===== config.mk =====
export PLATFORM = sky130hd
export DESIGN_NAME = midi_parser_flat
export DESIGN_NICKNAME = d
export VERILOG_FILES = /design/src/rtl/midi_parser_if.sv /design/src/rtl/midi_parser.sv /design/src/flat_wrapper.sv
export SDC_FILE = /design/constraint.sdc
export NUM_CORES = 1
export LEC_CHECK = 0
export BUFFER_PORTS_ARGS = -buffer_cell sky130_fd_sc_hd__buf_4
export CAP_MARGIN = 25
export CORE_ASPECT_RATIO = 0.7
export CORE_UTILIZATION = 35
export DETAILED_ROUTE_END_ITERATION = 10
export PLACE_DENSITY_LB_ADDON = 0.1
export SYNTH_ARGS = -nofsm -noshare
export SYNTH_HDL_FRONTEND = slang
export SYNTH_SLANG_ARGS = --single-unit

===== constraint.sdc =====
create_clock -name clk -period 5.6 [get_ports clk]
set_input_delay 0 -clock clk [delete_from_list [all_inputs] [get_ports clk]]
set_output_delay 0 -clock clk [all_outputs]
set_load 0.02 [all_outputs]

===== src/rtl/midi_parser_if.sv =====
// Byte-in / event-out bus between the UART receiver, the MIDI parser and the parameter writer.
// The master drives bytes and pops events; the slave (parser) decodes and buffers them.
interface midi_parser_if;
    logic       rx_valid;
    logic [7:0] rx_data;
    logic       evt_valid;
    logic       evt_ready;
    logic [7:0] evt_status;
    logic [6:0] evt_data1;
    logic [6:0] evt_data2;
    logic       overflow;
    logic       overflow_clr;

    modport master (
        output rx_valid, rx_data, evt_ready, overflow_clr,
        input  evt_valid, evt_status, evt_data1, evt_data2, overflow
    );

    modport slave (
        input  rx_valid, rx_data, evt_ready, overflow_clr,
        output evt_valid, evt_status, evt_data1, evt_data2, overflow
    );
endinterface


===== src/rtl/midi_parser.sv =====
// MIDI byte-stream parser: channel-voice messages with running status, realtime passthrough,
// SysEx skipping, and a small event FIFO with a valid/ready pop side and sticky overflow.
module midi_parser #(
    parameter int unsigned FIFO_ADDR_WIDTH = 2
) (
    input logic          clk,
    input logic          rst,
    midi_parser_if.slave bus
);
    localparam int unsigned DEPTH = 1 << FIFO_ADDR_WIDTH;

    localparam logic [1:0] ST_IDLE    = 2'd0;
    localparam logic [1:0] ST_WAIT_D1 = 2'd1;
    localparam logic [1:0] ST_WAIT_D2 = 2'd2;
    localparam logic [1:0] ST_SYSEX   = 2'd3;

    logic [1:0]  r_state, w_state_d;
    logic [7:0]  r_rs, w_rs_d;
    logic [6:0]  r_d1, w_d1_d;
    logic        w_push;
    logic [21:0] w_push_data;
    logic        w_one_byte;

    // Program change and channel pressure carry a single data byte.
    assign w_one_byte = (r_rs[7:4] == 4'hC) || (r_rs[7:4] == 4'hD);

    always_comb begin
        w_state_d   = r_state;
        w_rs_d      = r_rs;
        w_d1_d      = r_d1;
        w_push      = 1'b0;
        w_push_data = '0;
        if (bus.rx_valid) begin
            if (bus.rx_data >= 8'hF8) begin
                w_push      = 1'b1;
                w_push_data = {bus.rx_data, 7'd0, 7'd0};
            end else if (bus.rx_data[7]) begin
                if (bus.rx_data < 8'hF0) begin
                    w_rs_d    = bus.rx_data;
                    w_state_d = ST_WAIT_D1;
                end else if (bus.rx_data == 8'hF0) begin
                    w_rs_d    = '0;
                    w_state_d = ST_SYSEX;
                end else begin
                    w_rs_d    = '0;
                    w_state_d = ST_IDLE;
                end
            end else begin
                case (r_state)
                    ST_WAIT_D1: begin
                        if (w_one_byte) begin
                            w_push      = 1'b1;
                            w_push_data = {r_rs, bus.rx_data[6:0], 7'd0};
                        end else begin
                            w_d1_d    = bus.rx_data[6:0];
                            w_state_d = ST_WAIT_D2;
                        end
                    end
                    ST_WAIT_D2: begin
                        w_push      = 1'b1;
                        w_push_data = {r_rs, r_d1, bus.rx_data[6:0]};
                        w_state_d   = ST_WAIT_D1;
                    end
                    default: ;
                endcase
            end
        end
    end

    always_ff @(posedge clk or posedge rst) begin
        if (rst) begin
            r_state <= ST_IDLE;
            r_rs    <= '0;
            r_d1    <= '0;
        end else begin
            r_state <= w_state_d;
            r_rs    <= w_rs_d;
            r_d1    <= w_d1_d;
        end
    end

    logic [21:0]              r_mem [DEPTH];
    logic [FIFO_ADDR_WIDTH:0] r_wptr, r_rptr;
    logic [21:0]              r_last;
    logic                     r_overflow;
    logic                     w_empty, w_full, w_pop, w_wr, w_drop;
    logic [21:0]              w_head;

    // Extra pointer MSB distinguishes full from empty.
    assign w_empty = (r_wptr == r_rptr);
    assign w_full  = (r_wptr[FIFO_ADDR_WIDTH] != r_rptr[FIFO_ADDR_WIDTH]) &&
                     (r_wptr[FIFO_ADDR_WIDTH-1:0] == r_rptr[FIFO_ADDR_WIDTH-1:0]);
    assign w_pop   = !w_empty && bus.evt_ready;
    assign w_wr    = w_push && (!w_full || w_pop);
    assign w_drop  = w_push && w_full && !w_pop;
    assign w_head  = w_empty ? r_last : r_mem[r_rptr[FIFO_ADDR_WIDTH-1:0]];

    always_ff @(posedge clk or posedge rst) begin
        if (rst) begin
            for (int i = 0; i < DEPTH; i++) r_mem[i] <= '0;
            r_wptr     <= '0;
            r_rptr     <= '0;
            r_last     <= '0;
            r_overflow <= 1'b0;
        end else begin
            if (w_wr) begin
                r_mem[r_wptr[FIFO_ADDR_WIDTH-1:0]] <= w_push_data;
                r_wptr                             <= r_wptr + 1'b1;
            end
            if (w_pop) begin
                r_rptr <= r_rptr + 1'b1;
                r_last <= w_head;
            end
            if (w_drop) begin
                r_overflow <= 1'b1;
            end else if (bus.overflow_clr) begin
                r_overflow <= 1'b0;
            end
        end
    end

    assign bus.evt_valid  = !w_empty;
    assign bus.evt_status = w_head[21:14];
    assign bus.evt_data1  = w_head[13:7];
    assign bus.evt_data2  = w_head[6:0];
    assign bus.overflow   = r_overflow;
endmodule


===== src/flat_wrapper.sv =====
// flat-port wrapper written by rule: the top's interface ports become plain ports
module midi_parser_flat 
#(
    parameter int unsigned FIFO_ADDR_WIDTH = 2
)
  (clk, rst, bus_rx_valid, bus_rx_data, bus_evt_ready, bus_overflow_clr, bus_evt_valid, bus_evt_status, bus_evt_data1, bus_evt_data2, bus_overflow);
  midi_parser_if bus_i ();
  input logic clk;
  input logic rst;
  input wire logic [$bits(bus_i.rx_valid)-1:0] bus_rx_valid;
  input wire logic [$bits(bus_i.rx_data)-1:0] bus_rx_data;
  input wire logic [$bits(bus_i.evt_ready)-1:0] bus_evt_ready;
  input wire logic [$bits(bus_i.overflow_clr)-1:0] bus_overflow_clr;
  output wire logic [$bits(bus_i.evt_valid)-1:0] bus_evt_valid;
  output wire logic [$bits(bus_i.evt_status)-1:0] bus_evt_status;
  output wire logic [$bits(bus_i.evt_data1)-1:0] bus_evt_data1;
  output wire logic [$bits(bus_i.evt_data2)-1:0] bus_evt_data2;
  output wire logic [$bits(bus_i.overflow)-1:0] bus_overflow;
  assign bus_i.rx_valid = bus_rx_valid;
  assign bus_i.rx_data = bus_rx_data;
  assign bus_i.evt_ready = bus_evt_ready;
  assign bus_i.overflow_clr = bus_overflow_clr;
  assign bus_evt_valid = bus_i.evt_valid;
  assign bus_evt_status = bus_i.evt_status;
  assign bus_evt_data1 = bus_i.evt_data1;
  assign bus_evt_data2 = bus_i.evt_data2;
  assign bus_overflow = bus_i.overflow;
  midi_parser #(.FIFO_ADDR_WIDTH(FIFO_ADDR_WIDTH)) u_core (.clk(clk), .rst(rst), .bus(bus_i));
endmodule

==> results of run 1 <==
## registers in the layout, indices dropped and copies added, names as in the netlist
| register | count |
|---|---|
| u_core.bus.overflow | 1 |
| u_core.r_last | 22 |
| u_core.r_mem | 88 |
| u_core.r_state | 2 |
| u_core.r_rs | 8 |
| u_core.r_d1 | 7 |
| u_core.r_rptr | 3 |
| u_core.r_wptr | 3 |
## stage by stage
stage | utilization, % | total power, mW
CTS | 43.0 | 3.75
finish | 43.0 | 3.68
floorplan | - | 2.30
global placement | 39.2 | 2.66
detailed placement | 39.2 | 2.69
global route | 43.0 | 3.93
## worst max-delay path: stages, from the launching register on
cell and delay [ps]:
dfrtp_1 440, xor2_1 330, or3b_2 740, nand2_2 650, mux2_1 510
## cells by family (layout without fill, tap and decap cells)
group                    after synthesis  count (layout)
AND/OR/NAND/NOR                       47              47
XOR/XNOR                               7               7
multiplexers                         167             167
adder cells (fa/ha/maj)                7               7
flip-flops                           134             134
buffers and inverters                 58             115
AO/OA/AOI/OAI                         33              33
## layout make-up
| cell class | instances | area (µm²) |
|---|---|---|
| Clock buffer | 23 | 468 |
| Clock inverter | 9 | 77.6 |
| Fill cell | 1635 | 9990 |
| Inverter | 29 | 114 |
| Multi-Input combinational cell | 261 | 2790 |
| Sequential cell | 134 | 3350 |
| Tap cell | 231 | 289 |
| Timing Repair Buffer | 54 | 433 |
## layout by cell type, fill, tap and decap left out, types with 5 or more instances in the layout
cell,n
inv_1,28
nand2_1,15
ha_1,7
clkinv_2,5
dlygate4sd3_1,11
mux2_2,57
and3_1,6
buf_4,43
mux4_2,22
a22o_1,7
dfrtp_1,134
clkbuf_16,17
mux2i_1,23
a22oi_1,7
nor2_1,13
mux2_1,65
## worst paths after layout
check / start / to / slack [ps] / depth (start not counted)
max reg2reg: u_core.r_wptr[0]$_DFFE_PP0P_ / u_core.r_last[8]$_DFFE_PP0P_ / 2800 / 4
min: bus_rx_valid / u_core.r_rs[7]$_DFFE_PP0P_ / 30 / 3
min reg2reg: u_core.r_mem[17]$_DFFE_PP0P_ / u_core.r_mem[17]$_DFFE_PP0P_ / 480 / 1
max in group asynchronous: rst / u_core.r_state[0]$_DFFE_PP0P_ / 4030 / 4
max: u_core.r_wptr[0]$_DFFE_PP0P_ / u_core.r_last[8]$_DFFE_PP0P_ / 2800 / 4
min in group asynchronous: rst / u_core.r_last[21]$_DFFE_PP0P_ / 230 / 3
## where the power goes
| group | internal [mW] | total, mW | switching, mW | leakage, nW |
|---|---|---|---|---|
| registers | 1.22 | 1.35 | 0.139 | 1.72 |
| logic | 0.632 | 1.30 | 0.663 | 1.58 |
| clock network | 0.629 | 1.03 | 0.406 | 0.263 |
## layer usage
| metal | routed length [µm] | up-vias | track usage, % |
|---|---|---|---|
| met5 | 0 | - | 0 |
| met4 | 178 | 0 | 6.23 |
| met3 | 358 | 13 | 3.82 |
| met2 | 6140 | 40 | 24.0 |
| met1 | 7540 | 1958 | 24.8 |
| li1 | - | 1710 | - |
==> results.json, run 1 <==
{
  "yosysMostFrequentCell": "dfrtp_1",
  "grt_max_degree": 73,
  "numCtsBuffers": 17,
  "ys_types": 39,
  "p_leak_nw": 3.57,
  "slew_violations": 0,
  "period_share_pct": 50.1,
  "synth_compound_area_share_pct": 4.30,
  "synth_top_area_cell": "dfrtp_1",
  "area_delta_synth_final_pct": 17.7,
  "num_rows": 40,
  "cts_buffer_depth": 2,
  "crit_required_ps": 5900,
  "syn_nets": 473,
  "max_freq_mhz": 357,
  "synth_common_cells": "dfrtp_1 (134), mux2_1 (65), mux2_2 (57)",
  "max_slew_margin_pct": 39.5,
  "endpoint_kind": "register",
  "fin_area_um2": 7530,
  "io_buffers": 36,
  "period_minus_slack_ps": 2800,
  "wl_um": 14200,
  "htree_levels": 4,
  "via_per_inst": 5.02,
  "ys.flop_type": "dfrtp_1",
  "worst_pin_slew_ps": 908,
  "synth_top_family_by_area": "multiplexers",
  "drtIter0Drc": 189,
  "clock-sinks": 134,
  "postPlaceCellArea_um2": 6870,
  "cts_resized": 0,
  "io_pins": 37,
  "vias": 3721,
  "finalHoldViolations": 0,
  "setup_tns_ps": 0,
  "start_kind": "register",
  "grt_overflow": 0,
  "die_h_um": 115,
  "antenna_cells": 0,
  "dp_hpwl_um": 8930,
  "layout.cells.non_filler": 741,
  "clock_latency_ps": 420,
  "nNetsFinal": 517,
  "ys.warnings.count": 0,
  "setup_violations": 0,
  "pre_cts_ws_ps": 2690,
  "clkSlewWorstSetupHoldPaths_ps": 60,
  "outcome": "complete, no violations",
  "avgSynthCellArea_um2": 14.1,
  "syn-instance-count": 453,
  "synthMuxAreaShare_pct": 32.8,
  "dp.cells": 698,
  "ant_nets": 0,
  "netlist_top_cells_area": "dfrtp_1 (52%), mux2_1 (11%), mux2_2 (10%)",
  "synth_edf_count": 0,
  "ctsHoldBuffers": 11,
  "peakVddDrop_uv": 386,
  "worst_clock_skew_ps": 6.37,
  "path_class": "register to register",
  "synth_seq_cells": 134,
  "drc": 0,
  "async_reset_ff_share_pct": 100,
  "synth_fa_ha_area_share_pct": 1.37,
  "power-per-cell-area_nw_per_um2": 489,
  "grt_antenna_before_repair": 0,
  "rsz0062_at_grt": "no",
  "dieArea_um2": 18800,
  "first_pass_iters": 4,
  "synth_top_area_share_pct": 52.4,
  "synth-simple-area-share_pct": 3.87,
  "die_x_um": 164,
  "drive_above_1_share_pct": 31.4,
  "seq_area_frac_synth_pct": 52.4,
  "finalHoldWorstSlack_ps": 32.9,
  "cts_tree": "built",
  "post_cts_buffers": 0,
  "syn_area_um2": 6400,
  "synth_xor_area_share_pct": 0.958,
  "grt_pass1_wl_um": 23100,
  "initial_core_util_pct": 36.5,
  "max_cap_viol_count": 0,
  "track_usage_pct": 16.8,
  "fin_ws_ps": 2800,
  "crit_arrival_ps": 3100,
  "grt_pass1_vias": 3948,
  "core_um2": 17500,
  "hold_class": "input pin to register",
  "place_congestion": 0.738,
  "wire_per_inst_um": 19.2,
  "critPathMaxFanout": 25,
  "clock_tree.root_cell": "clkbuf_16"
}
Power figures use the tool's default switching activity.
==> inputs of run 2 (changes only) <==
- clock period: 5.6 -> 2.4 ns (I/O delays scaled with it)
==> run 2 against run 1 <==
  * Sequential cell count unchanged
  * Design area increased by 3.0%
  * Sequential power increased by 130%
  * Register-to-register slack got worse by 2600 ps
  * Sequential share of layout area decreased by 1.3 points
  * Final cell count increased by 2.0%
  * Combinational power increased by 140%
  * Total power increased by 140%
  * Routed wire length increased by 0.91%
  * Die area unchanged
  * Critical path type is now register to output port
==> results.json, run 2 (synthesized netlist as in run 1, its figures left out) <==
{
  "outcome": "complete, no violations",
  "clock-sinks": 134,
  "die_h_um": 115,
  "finalHoldWorstSlack_ps": 31.5,
  "drtIter0Drc": 142,
  "drive_above_1_share_pct": 33.9,
  "final_cell_mix": "dfrtp_1 (134), mux2_1 (65), mux2_2 (57)",
  "layout_commonest_cell": "dfrtp_1",
  "peakVddDrop_uv": 1080,
  "antenna_cells": 0,
  "slew_violations": 0,
  "clock_tree.root_cell": "clkbuf_16",
  "setup_violations": 0,
  "max_freq_mhz": 437,
  "vias": 3801,
  "grt_antenna_before_repair": 0,
  "p_switching_mw": 2.91,
  "path_class": "register to output port",
  "dieArea_um2": 18800,
  "io_buffers": 36,
  "setup_tns_ps": 0,
  "dp_hpwl_um": 9610,
  "worst_clock_skew_ps": 8.76,
  "rsz0062_at_grt": "no",
  "period_share_pct": 95.3,
  "clock_latency_ps": 420,
  "nNetsFinal": 532,
  "first_pass_iters": 4,
  "start_kind": "register",
  "wire_per_inst_um": 19.0,
  "drc": 0,
  "seqPwrFrac_pct": 35.6,
  "largest_register": "u_core.r_mem",
  "use_met1_pct": 25.8,
  "reg.largest.list": "u_core.r_mem: 88 flops, u_core.r_last: 22 flops, u_core.r_rs: 8 flops",
  "wl_um": 14300,
  "track_usage_pct": 16.9,
  "worst_pin_slew_ps": 651,
  "p_leak_nw": 3.68,
  "endpoint_kind": "output port",
  "grt_pass1_wl_um": 23400,
  "grt.busiest_layer": "met1",
  "ant_nets": 0,
  "postPlaceCellArea_um2": 7050,
  "grt_overflow": 0,
  "dp.cells": 713,
  "clkSlewWorstSetupHoldPaths_ps": 50,
  "layout.cells.non_filler": 756,
  "finalHoldViolations": 0,
  "crit_arrival_ps": 2290,
  "power_frac_comb_pct": 35.5,
  "via_per_inst": 5.03,
  "cts_tree": "built",
  "grt_pass1_vias": 3989,
  "period_minus_slack_ps": 2290,
  "clockPowerShare_pct": 29.0,
  "numCtsBuffers": 17,
  "place_congestion": 0.728,
  "nFillCells": 1641,
  "initial_core_util_pct": 36.5,
  "power-per-cell-area_nw_per_um2": 1150,
  "num_rows": 40,
  "max_slew_margin_pct": 56.5,
  "fin_area_um2": 7750,
  "cts_buffer_depth": 2,
  "grt_max_degree": 58,
  "die_x_um": 164,
  "htree_levels": 4,
  "area_delta_synth_final_pct": 21.2,
  "largest_register_ffs": 88,
  "power.share.switching_pct": 32.7,
  "io_pins": 37,
  "hold_class": "input pin to register",
  "internal-power_mw": 5.99,
  "crit_required_ps": 2400,
  "grt_use_met3_pct": 4.80,
  "max_cap_viol_count": 0,
  "critPathMaxFanout": 24,
  "core_um2": 17500,
  "grt_use_met2_pct": 23.1
}
[run 2: path summary, 6_finish.rpt]
| kind | start | to | slack [ps] | cells past startpoint |
|---|---|---|---|---|
| setup / recovery | u_core.r_wptr[0]$_DFFE_PP0P_ | bus_evt_data1[1] | 110 | 5 |
| setup reg to reg | u_core.r_state[0]$_DFFE_PP0P_ | u_core.r_mem[38]$_DFFE_PP0P_ | 210 | 8 |
| hold / removal | bus_rx_valid | u_core.r_rs[7]$_DFFE_PP0P_ | 30 | 3 |
| max in group asynchronous | rst | u_core.r_last[20]$_DFFE_PP0P_ | 1470 | 4 |
| min in group asynchronous | rst | u_core.r_mem[75]$_DFFE_PP0P_ | 230 | 3 |
| hold reg to reg | u_core.r_mem[57]$_DFFE_PP0P_ | u_core.r_mem[57]$_DFFE_PP0P_ | 480 | 1 |
[run 2: power groups by stage]
stage / Combinational [mW] / Clock [mW] / Sequential (mW)
floorplan: 2.29 / 0 / 3.08
CTS: 3.22 / 2.64 / 3.16
detailed placement: 3.18 / 0 / 3.19
global route: 3.44 / 2.75 / 3.24
global placement: 3.13 / 0 / 3.17
finish: 3.16 / 2.58 / 3.17
[run 2: what timing repair did]
item,4_1_cts,5_1_grt
buffers inserted,0,0
setup endpoints to repair,22,22
hold endpoints to repair,51,0
hold buffers,11,0
cloned,0,0
gates resized for setup,1,1
[run 2: through the flow]
stage / utilization, % / setup WS, ps / power (mW)
5_1_grt: 44.3 / 15.7 / 9.43
4_1_cts: 44.2 / 21.5 / 9.02
3_5_place_dp: 40.2 / 238 / 6.37
2_1_floorplan: - / 270 / 5.37
3_3_place_gp: 40.2 / 228 / 6.29
6_report: 44.3 / 114 / 8.90
[run 2: final cells by class]
type / instances / area, µm² / share of cell area (%)
Clock buffer: 21 / 460 / 5.94
Timing Repair Buffer: 69 / 612 / 7.89
Sequential cell: 134 / 3350 / 43.2
Multi-Input combinational cell: 261 / 2800 / 36.1
Inverter: 29 / 113 / 1.45
Tap cell: 231 / 289 / 3.73
Clock inverter: 11 / 125 / 1.61
[run 2: metal layers]
layer / wire [µm] / part of all wire, %
met1: 7550 / 53
met2: 6050 / 42
met3: 646 / 4.5
met4: 93 / 0.65
met5: 0 / 0
[run 2: worst max-delay path, stage by stage (launching register included)]
cell and delay, ps:
dfrtp_1 450, xor2_1 220, or3b_2 500, buf_6 220
mux2_2 300, buf_4 160
==> inputs of run 3 (changes only) <==
- PLACE_DENSITY_LB_ADDON: 0.1 -> 0.15
==> run 3 against run 2 <==
  * Combinational power is essentially flat
  * Clock power grew 2%
  * Via count grew 0.58%
  * Setup slack lost 55 ps
  * Count of clock-buffer cells in the layout grew 3
  * Global-route usage is essentially flat
  * Critical path depth is the same
  * First-iteration DRC count grew 91%
  * Sequential cell count is the same
  * Die area is the same
  * Clock skew shrank 2.0 ps
  * Routed wire length shrank 1.1%
==> results.json, run 3 (synthesized netlist as in run 1, its figures left out) <==
{
  "outcome": "complete, no violations",
  "dr.max_layer_used": "met4",
  "num_rows": 40,
  "io_pins": 37,
  "track_usage_pct": 16.9,
  "drtIter0Drc": 271,
  "wl_um": 14200,
  "finalHoldViolations": 0,
  "drive_above_1_share_pct": 33.5,
  "clockPowerShare_pct": 29.4,
  "power-per-cell-area_nw_per_um2": 1150,
  "io_buffers": 36,
  "power.share.switching_pct": 32.3,
  "crit_required_ps": 2400,
  "die_x_um": 164,
  "rsz0062_at_grt": "no",
  "start_kind": "register",
  "max_slew_margin_pct": 53.6,
  "layout_commonest_cell": "dfrtp_1",
  "largest_register": "u_core.r_mem",
  "wl_met1_um": 7320,
  "grt_pass1_vias": 4064,
  "endpoint_kind": "output port",
  "setup_violations": 0,
  "regToRegSetupSlack_ps": 150,
  "critPathMaxFanout": 24,
  "grt_antenna_before_repair": 0,
  "slew_violations": 0,
  "place_congestion": 0.805,
  "wire_per_inst_um": 18.8,
  "grt_overflow": 0,
  "initial_core_util_pct": 36.5,
  "core_um2": 17500,
  "finalHoldWorstSlack_ps": 237,
  "critPathBufInv": 2,
  "hold_class": "input pin to asynchronous set/reset pin",
  "crit_arrival_ps": 2340,
  "fin_ws_ps": 59.2,
  "p_switching_mw": 2.89,
  "grt_max_degree": 70,
  "via_per_inst": 5.07,
  "reg.largest.list": "u_core.r_mem: 88 flops, u_core.r_last: 22 flops, u_core.r_rs: 8 flops",
  "clkSlewWorstSetupHoldPaths_ps": 60,
  "setup_tns_ps": 0,
  "pre_cts_ws_ps": 177,
  "dp_hpwl_um": 9400,
  "cts_tree": "built",
  "htree_levels": 4,
  "nNetsFinal": 530,
  "p_leak_nw": 3.68,
  "worst_pin_slew_ps": 694,
  "die_h_um": 115,
  "power_frac_comb_pct": 35.2,
  "period_minus_slack_ps": 2340,
  "grt_pass1_wl_um": 23300,
  "path_delay_family": "simple AND/OR/NAND/NOR gates",
  "worst_clock_skew_ps": 6.78,
  "first_pass_iters": 5,
  "antenna_cells": 0,
  "met3_length_um": 584,
  "drc": 0,
  "cts_buffer_depth": 2,
  "max_cap_viol_count": 0,
  "area_delta_synth_final_pct": 21.0,
  "wl_met2_um": 6080,
  "crit_path_cell_trace": "xnor2_2, or3b_2, buf_6, mux2_2, buf_4",
  "cp_slowest_cell": "or3b_2",
  "max_freq_mhz": 427,
  "clock-sinks": 134,
  "largest_register_ffs": 88,
  "internal-power_mw": 6.05,
  "clock_latency_ps": 420,
  "seqPwrFrac_pct": 35.4,
  "critPathMaxStageDelay_ps": 520,
  "vias": 3823,
  "peakVddDrop_uv": 1070,
  "ant_nets": 0,
  "clock_tree.root_cell": "clkbuf_16",
  "path_class": "register to output port",
  "period_share_pct": 97.5,
  "final_cell_mix": "dfrtp_1 (134), mux2_1 (65), mux2_2 (57)",
  "numCtsBuffers": 17,
  "dieArea_um2": 18800
}
run 3: metal layers:
layer,global-route usage [%],vias to the layer above
met1,24.9,2001
met3,4.00,13
met2,24.0,70
met4,6.36,0
li1,-,1739
met5,0,-
run 3: worst paths after layout:
kind,start,endpoint,cells past startpoint
worst min-delay path,rst,u_core.r_rptr[2]$_DFFE_PP0P_,3
worst min register to register,u_core.r_mem[81]$_DFFE_PP0P_,u_core.r_mem[81]$_DFFE_PP0P_,1
min in group clk,bus_rx_data[6],u_core.r_rs[6]$_DFFE_PP0P_,3
max in group asynchronous,rst,u_core.r_mem[7]$_DFFE_PP0P_,4
worst max register to register,u_core.r_state[0]$_DFFE_PP0P_,u_core.r_mem[75]$_DFFE_PP0P_,7
worst max-delay path,u_core.r_rptr[2]$_DFFE_PP0P_,bus_evt_status[6],5
run 3: area by class of cell:
| class | instances | area (µm²) |
|---|---|---|
| multi-input cells | 261 | 2800 |
| flip-flops and latches | 134 | 3350 |
| fillers | 1647 | 9770 |
| inverters | 29 | 113 |
| well taps | 231 | 289 |
| clock inverters | 8 | 95.1 |
| clock buffers | 24 | 502 |
| repair buffers | 67 | 591 |
run 3: per-stage QoR:
stage / std cells / area, µm² / power (mW) / utilization (%)
after floorplan: 453 / 6400 / 5.37 / -
after global placement: 710 / 7010 / 6.25 / 40.0
after detailed placement: 710 / 7010 / 6.33 / 40.0
after CTS: 754 / 7740 / 9.04 / 44.2
after global routing: 754 / 7740 / 9.45 / 44.2
final: 754 / 7740 / 8.94 / 44.2
run 3: timing repair:
action,CTS,global route
gates resized for setup,1,2
setup endpoints to repair,22,22
hold buffers,12,0
setup buffers,0,0
hold endpoints to repair,55,0
run 3: worst register-to-register path, cell delays in order, from the launching register on:
cell and delay (ps):
dfrtp_1 340, inv_1 60, ha_1 320, nor2_1 180, o21ai_2 220, a211oi_4 360, buf_4 290, mux2_1 360
run 3: power by group through the flow:
stage                     sequential [mW]  combinational [mW]  clock [mW]
after floorplan                      3.08                2.29           0
after global placement               3.15                3.10           0
after detailed placement             3.19                3.15           0
after CTS                            3.16                3.19        2.69
after global routing                 3.23                3.43        2.79
final                                3.16                3.15        2.63
